**src/rtl/mips_pkg.sv**
```systemverilog
// mips_pkg: shared writeback-arbiter types, register constants and default sizing.
package mips_pkg;
  typedef enum logic {ST_NORMAL, ST_DRAIN} wb_state_t;
  typedef struct packed {
    logic [4:0]  rd;
    logic [31:0] data;
  } wb_entry_t;
  localparam logic [4:0] REG_ZERO = 5'd0;
  localparam int DEF_STARVE_LIMIT = 4;
  localparam int DEF_FIFO_DEPTH = 2;
endpackage

```
**src/rtl/wb_fifo.sv**
```systemverilog
// wb_fifo: synchronous FIFO holding MDU results with full, empty and occupancy count.
module wb_fifo #(
  parameter int DEPTH = 2,
  parameter int W = 37
) (
  input  logic                       clk,
  input  logic                       rst,
  input  logic                       i_push,
  input  logic                       i_pop,
  input  logic [W-1:0]               i_wdata,
  output logic [W-1:0]               o_rdata,
  output logic                       o_full,
  output logic                       o_empty,
  output logic [$clog2(DEPTH):0]     o_count
);
  localparam int AW = $clog2(DEPTH);
  logic [W-1:0]  r_mem [DEPTH];
  logic [AW-1:0] r_wptr, r_rptr;
  logic [AW:0]   r_count;
  logic          w_push, w_pop;
  assign o_full  = r_count == (AW+1)'(DEPTH);
  assign o_empty = r_count == '0;
  assign o_count = r_count;
  assign o_rdata = r_mem[r_rptr];
  assign w_push  = i_push && !o_full;
  assign w_pop   = i_pop && !o_empty;
  always_ff @(posedge clk)
    if (w_push) r_mem[r_wptr] <= i_wdata;
  always_ff @(posedge clk or posedge rst) begin
    if (rst) begin
      r_wptr  <= '0;
      r_rptr  <= '0;
      r_count <= '0;
    end else begin
      r_wptr  <= r_wptr + AW'(w_push);
      r_rptr  <= r_rptr + AW'(w_pop);
      r_count <= r_count + (AW+1)'(w_push) - (AW+1)'(w_pop);
    end
  end
endmodule

```
**src/rtl/regfile_write_arbiter.sv**
```systemverilog
// regfile_write_arbiter: shares the register-file write port between pipeline writeback
// and queued MDU results, with starvation drain, RAW scoreboard and sticky error flag.
module regfile_write_arbiter
  import mips_pkg::*;
#(
  parameter int STARVE_LIMIT = DEF_STARVE_LIMIT,
  parameter int FIFO_DEPTH = DEF_FIFO_DEPTH
) (
  input  logic        clk,
  input  logic        rst,
  input  logic        pipe_we,
  input  logic [4:0]  pipe_waddr,
  input  logic [31:0] pipe_wdata,
  input  logic        mdu_issue,
  input  logic [4:0]  mdu_issue_rd,
  input  logic        mdu_valid,
  input  logic [4:0]  mdu_rd,
  input  logic [31:0] mdu_data,
  output logic        mdu_ready,
  input  logic [4:0]  rd_addr1,
  input  logic [4:0]  rd_addr2,
  output logic        hazard1,
  output logic        hazard2,
  output logic        stall,
  output logic        rf_we,
  output logic [4:0]  rf_waddr,
  output logic [31:0] rf_wdata,
  output logic        err
);
  localparam int SW = $clog2(STARVE_LIMIT + 1);
  localparam int CW = $clog2(FIFO_DEPTH) + 1;
  wb_state_t      r_state;
  logic           r_run;
  logic [SW-1:0]  r_starve;
  logic [31:0]    r_sb;
  wb_entry_t      w_head, w_in;
  logic           w_full, w_empty, w_push, w_pop, w_pipe_sel, w_err_evt;
  logic [CW-1:0]  w_count;
  logic [SW-1:0]  w_starve_nxt;
  logic [31:0]    w_set, w_clr;
  assign w_in = '{rd: mdu_rd, data: mdu_data};
  wb_fifo #(.DEPTH(FIFO_DEPTH), .W($bits(wb_entry_t))) u_fifo (
    .clk     (clk),
    .rst     (rst),
    .i_push  (w_push),
    .i_pop   (w_pop),
    .i_wdata (w_in),
    .o_rdata (w_head),
    .o_full  (w_full),
    .o_empty (w_empty),
    .o_count (w_count)
  );
  // r_run holds the port quiet until the first edge after reset release
  assign mdu_ready  = r_run && !w_full;
  assign w_push     = mdu_valid && mdu_ready;
  assign w_pipe_sel = r_state == ST_NORMAL && pipe_we;
  assign w_pop      = !w_empty && !w_pipe_sel;
  assign rf_waddr   = w_pipe_sel ? pipe_waddr : w_head.rd;
  assign rf_wdata   = w_pipe_sel ? pipe_wdata : w_head.data;
  assign rf_we      = r_run && (w_pipe_sel ? pipe_waddr != REG_ZERO : w_pop && w_head.rd != REG_ZERO);
  assign hazard1    = r_sb[rd_addr1];
  assign hazard2    = r_sb[rd_addr2];
  assign w_starve_nxt = w_pop ? '0 :
                        (w_count != '0 && r_starve != SW'(STARVE_LIMIT)) ? r_starve + SW'(1) : r_starve;
  assign w_set = (mdu_issue && mdu_issue_rd != REG_ZERO) ? 32'd1 << mdu_issue_rd : '0;
  assign w_clr = w_pop ? 32'd1 << w_head.rd : '0;
  assign w_err_evt = (mdu_issue && r_sb[mdu_issue_rd]) || (pipe_we && stall) || (mdu_valid && !r_sb[mdu_rd]);
  always_ff @(posedge clk or posedge rst) begin
    if (rst) begin
      r_state  <= ST_NORMAL;
      stall    <= 1'b0;
      r_run    <= 1'b0;
      r_starve <= '0;
      r_sb     <= '0;
      err      <= 1'b0;
    end else begin
      r_run    <= 1'b1;
      r_starve <= w_starve_nxt;
      r_sb     <= (r_sb & ~w_clr) | w_set;
      err      <= err | w_err_evt;
      if (r_state == ST_NORMAL && w_starve_nxt == SW'(STARVE_LIMIT)) begin
        r_state <= ST_DRAIN;
        stall   <= 1'b1;
      end else if (r_state == ST_DRAIN && w_empty) begin
        r_state <= ST_NORMAL;
        stall   <= 1'b0;
      end
    end
  end
endmodule

```
**config.mk**
```make
export PLATFORM = sky130hd
export DESIGN_NAME = regfile_write_arbiter
export DESIGN_NICKNAME = d
export VERILOG_FILES = /design/src/rtl/mips_pkg.sv /design/src/rtl/wb_fifo.sv /design/src/rtl/regfile_write_arbiter.sv
export SDC_FILE = /design/constraint.sdc
export NUM_CORES = 1
export LEC_CHECK = 0
export CAP_MARGIN = 15
export CORE_UTILIZATION = 50
export CTS_CLUSTER_DIAMETER = 80
export DETAILED_ROUTE_END_ITERATION = 8
export PLACE_DENSITY = 0.8
export SLEW_MARGIN = 20
export SYNTH_ARGS = -nofsm -noshare
export SYNTH_HDL_FRONTEND = slang
export SYNTH_SLANG_ARGS = --single-unit
```
**constraint.sdc**
```tcl
create_clock -name clk -period 2.65 [get_ports clk]
set_input_delay 0.265 -clock clk [delete_from_list [all_inputs] [get_ports clk]]
set_output_delay 0.265 -clock clk [all_outputs]
set_load 0.02 [all_outputs]
```
==> summary.md <==
| Metric | Value |
|---|---|
| Status | finished, final reports clean |
| First-pass DRT Iterations | 6 |
| Max cap viols | 0 |
| Critical-path cell list | clkdlybuf4s50_1, buf_12, mux4_2, mux4_2, mux2_2, buf_2 |
| Reg-to-reg endpoint | r_sb[6] |
| Ports | 137 |
| Clk slew on worst S/H paths | ~0.05 ns |
| Yosys warnings | 0 |
| Share of layout cells above drive strength 1 | between 10% and 20% |
| Max clock buf depth | 2 |
| Die H | 110 um |
| Die Area | 12200 um2 |
| FF-to-FF path depth | 5 |
| Root buf cell | clkbuf_16 |
| Worst vdd ir | 0.640 mV |
| DRC | 0 |
| Clock Power Share | 26.5% |
| GRT Util Overall | 28.3% |
| CP max FO | 8 |
| Grt total ovfl | 0 |
| Gpl congestion | 1.03 |
| Fmax | 0.386 GHz |
| CTS tree | yes |
| Leak pwr | 0.00304 uW |
| DP HPWL | 11900 um |
| Cells after Synth | 465 |
| Critical path's largest stage delay | slightly above 0.5 ns |
| Buffers on Ports | 136 |
| Initial DRC count | 538 |
| FF-to-FF Start | u_fifo.r_rptr |
| Die Wd | 110 um |
| Clk_skew | 0.00594 ns |
| Period utilization | 97.8% |
| Setup TNS | 0 ns |
| Slew @ Worst Pin | 0.766 ns |
| DR vias/cell | 6.22 |
| Via count | 4818 |
| Startpoint types | primary input |
| Internal power | 5240 uW |
| Total core area | around 11000 um2 |
| Hold slack final | 0.295 ns |
| Dpl cell area | 7540 um2 |
| Initial core utilization | 51.5% |
| Sequential share of power | 37.2% |
| Cts bufs inserted | 17 |
| Crit end category | primary output |
| First-pass GRT wire length | 26000 um |
| Worst rel slew slack | 48.7% |
| Most common cell after layout, fill and taps aside | clkdlybuf4s50_1 |
| Routed WL | 16800 um |
| Fin. max-slew vios | 0 |
| Pwr dens | 991 nW/um2 |
| Logic pwr share | approximately 36% |
| Vias in the first global route | ~4700 |
| Syn Std Cell Area | ~6000 um2 |
| Yosys cell types | 42 |
| Sw Ratio | 34.7% |
| Wirelength per Cell | 21.6 um |
| Worst Hold Class | in2async |
| Final Cell Area | ~8000 um2 |
| Psw | 2780 uW |
| Num rows | 39 |
| Cts-stage hold buffer count | 0 |
| CP most frequent cell | mux4_2 |
| Final Setup Violations | 0 |
| WS Path Type | in2out |
| Synthesized flop and latch total | 116 |
| Largest net degree at the start of global routing | 51 |
| Critical Path RT | 2.38 ns |
| Initial antenna violation count | 1 |
| Register-to-register setup slack | 0.29 ns |
| Sequential element share of the synthesized area | 55.7% |
| Remaining antenna violation count | 0 |
| Clock Latency Late Sink | 0.40 ns |
| H-tree depth | 4 |
| TritonCTS Sinks | 116 |
| RSZ-0062 raised after global routing | no |
| Nets | 718 |
| Syn_nets | 565 |
| Syn_area_per_cell | approximately 13 um2 |
| Max stage delay cell, worst path | clkdlybuf4s50_1 |
| Post-layout min period | 2.59 ns |
| Most frequent cells in the layout | clkdlybuf4s50_1, o21ai_0, edfxtp_1, nand2_1, mux2i_1 |
| Area Growth Syn to Fin | 37.8% |
| Arrival @ worst endpoint | between 2 and 2.5 ns |
| Fin. Hold Viols | 0 |
==> kinds of logic (layout without fill, tap and decap cells) <==
logic type                 Yosys count  after routing  synth area share, %
muxes                               80             80                 20.9
DFF                                116            116                 55.7
buffers and inverters               37            203                 2.60
xor gates and xnor gates             4              4                0.596
and+or+nand+nor                     97             97                 7.37
AOI/OAI and AO/OA                  124            124                 11.5
other                                1              2               0.0638
adders and majority gates            6              6                 1.28
==> how the worst max path moves through the flow <==
| stage | from | to | slack [ns] | cells after the start |
|---|---|---|---|---|
| after floorplan | u_fifo.o_count[1] | u_fifo.r_mem[1][0] | 0.10 | 3 |
| after global placement | rd_addr1[0] | hazard1 | -0.29 | 6 |
| after detailed placement | rd_addr1[0] | hazard1 | -0.33 | 6 |
| after CTS | u_fifo.r_rptr | rf_wdata[1] | 0.04 | 4 |
| after global routing | rd_addr1[0] | hazard1 | 0.009 | 6 |
| final | rd_addr1[0] | hazard1 | 0.06 | 6 |
==> cells in the mapped netlist (all sizes together) <==
master   instances  share of area, %
ha               6               1.3
nor3             2              0.17
nor4             1              0.11
nand4            3              0.32
a22oi            1              0.13
a32oi            1              0.15
o41ai            1              0.15
nor2            13              0.83
mux2             4              0.77
edfxtp          74                38
o22ai            2              0.21
mux2i           42               7.2
dfrtp           42                18
nand2           54               3.4
nand3b           2              0.26
o22a             1              0.15
clkbuf          14              0.89
nor2b            6              0.64
inv             14              0.89
a21oi            5              0.43
nand3            7              0.60
a41oi            1              0.15
nor3b            1              0.13
or4              1              0.13
a31oi            4              0.43
and2             1              0.11
a2111oi          1              0.15
nand2b           5              0.53
xor2             1              0.15
o21a             1              0.13
buf              9              0.81
xnor2            3              0.45
o211ai           1              0.13
o21ai           99               8.4
a21boi           2              0.26
o32ai            2              0.30
o2111ai          2              0.30
conb             1             0.064
mux4            34                13
or2              1              0.11
==> per-layer routing <==
layer  share of wire (%)  GRT usage, %
met1                  38          37.1
met4                 3.4          11.9
met5                   0             0
met3                  11          8.73
met2                  48          43.8
==> per-stage QoR <==
stage          total power, uW  std cells  setup WS [ns]  util [%]
2_1_floorplan             4540        465          0.104         -
3_3_place_gp              5730        741         -0.290      66.1
3_5_place_dp              5840        741         -0.328      66.1
4_1_cts                   7990        774         0.0445      70.9
5_1_grt                   8380        775        0.00871      70.9
6_report                  8020        775         0.0573      70.9
==> flip-flops by register name (all words and copies together) (netlist names) <==
register and cells:
u_fifo.r_wptr 1, u_fifo.r_mem 74, r_run 1, u_fifo.r_rptr 1, r_sb 32, r_state 1
err 1, u_fifo.o_count 2, r_starve 3
==> worst max-delay path: cells and delay by family <==
family / cells / cell delay, ns
buffers and inverters: 3 / 0.82
multiplexers: 3 / 1.26
==> repair_timing <==
item / 4_1_cts / 5_1_grt
resized for setup: 10 / 1
buffers inserted: 1 / 0
cloned: 0 / 0
endpoints found under the setup margin: 5 / 4
==> power groups by stage <==
stage                     registers [uW]  logic [uW]  clock network (uW)
after floorplan                     2670        1870                   0
after global placement              2930        2810                   0
after detailed placement            2940        2900                   0
after CTS                           2920        2920                2150
after global routing                2980        3150                2250
final                               2980        2920                2130
==> cell type report <==
type,count,area (um2)
fill,805,3320
timing repair buffer,157,1570
clock buffer,19,433
multi-input combinational,312,2460
tap,143,179
clock inverter,13,116
antenna,1,2.50
sequential,116,3280
inverter,14,52.6
Note: power is estimated with default switching activity, not from simulation.
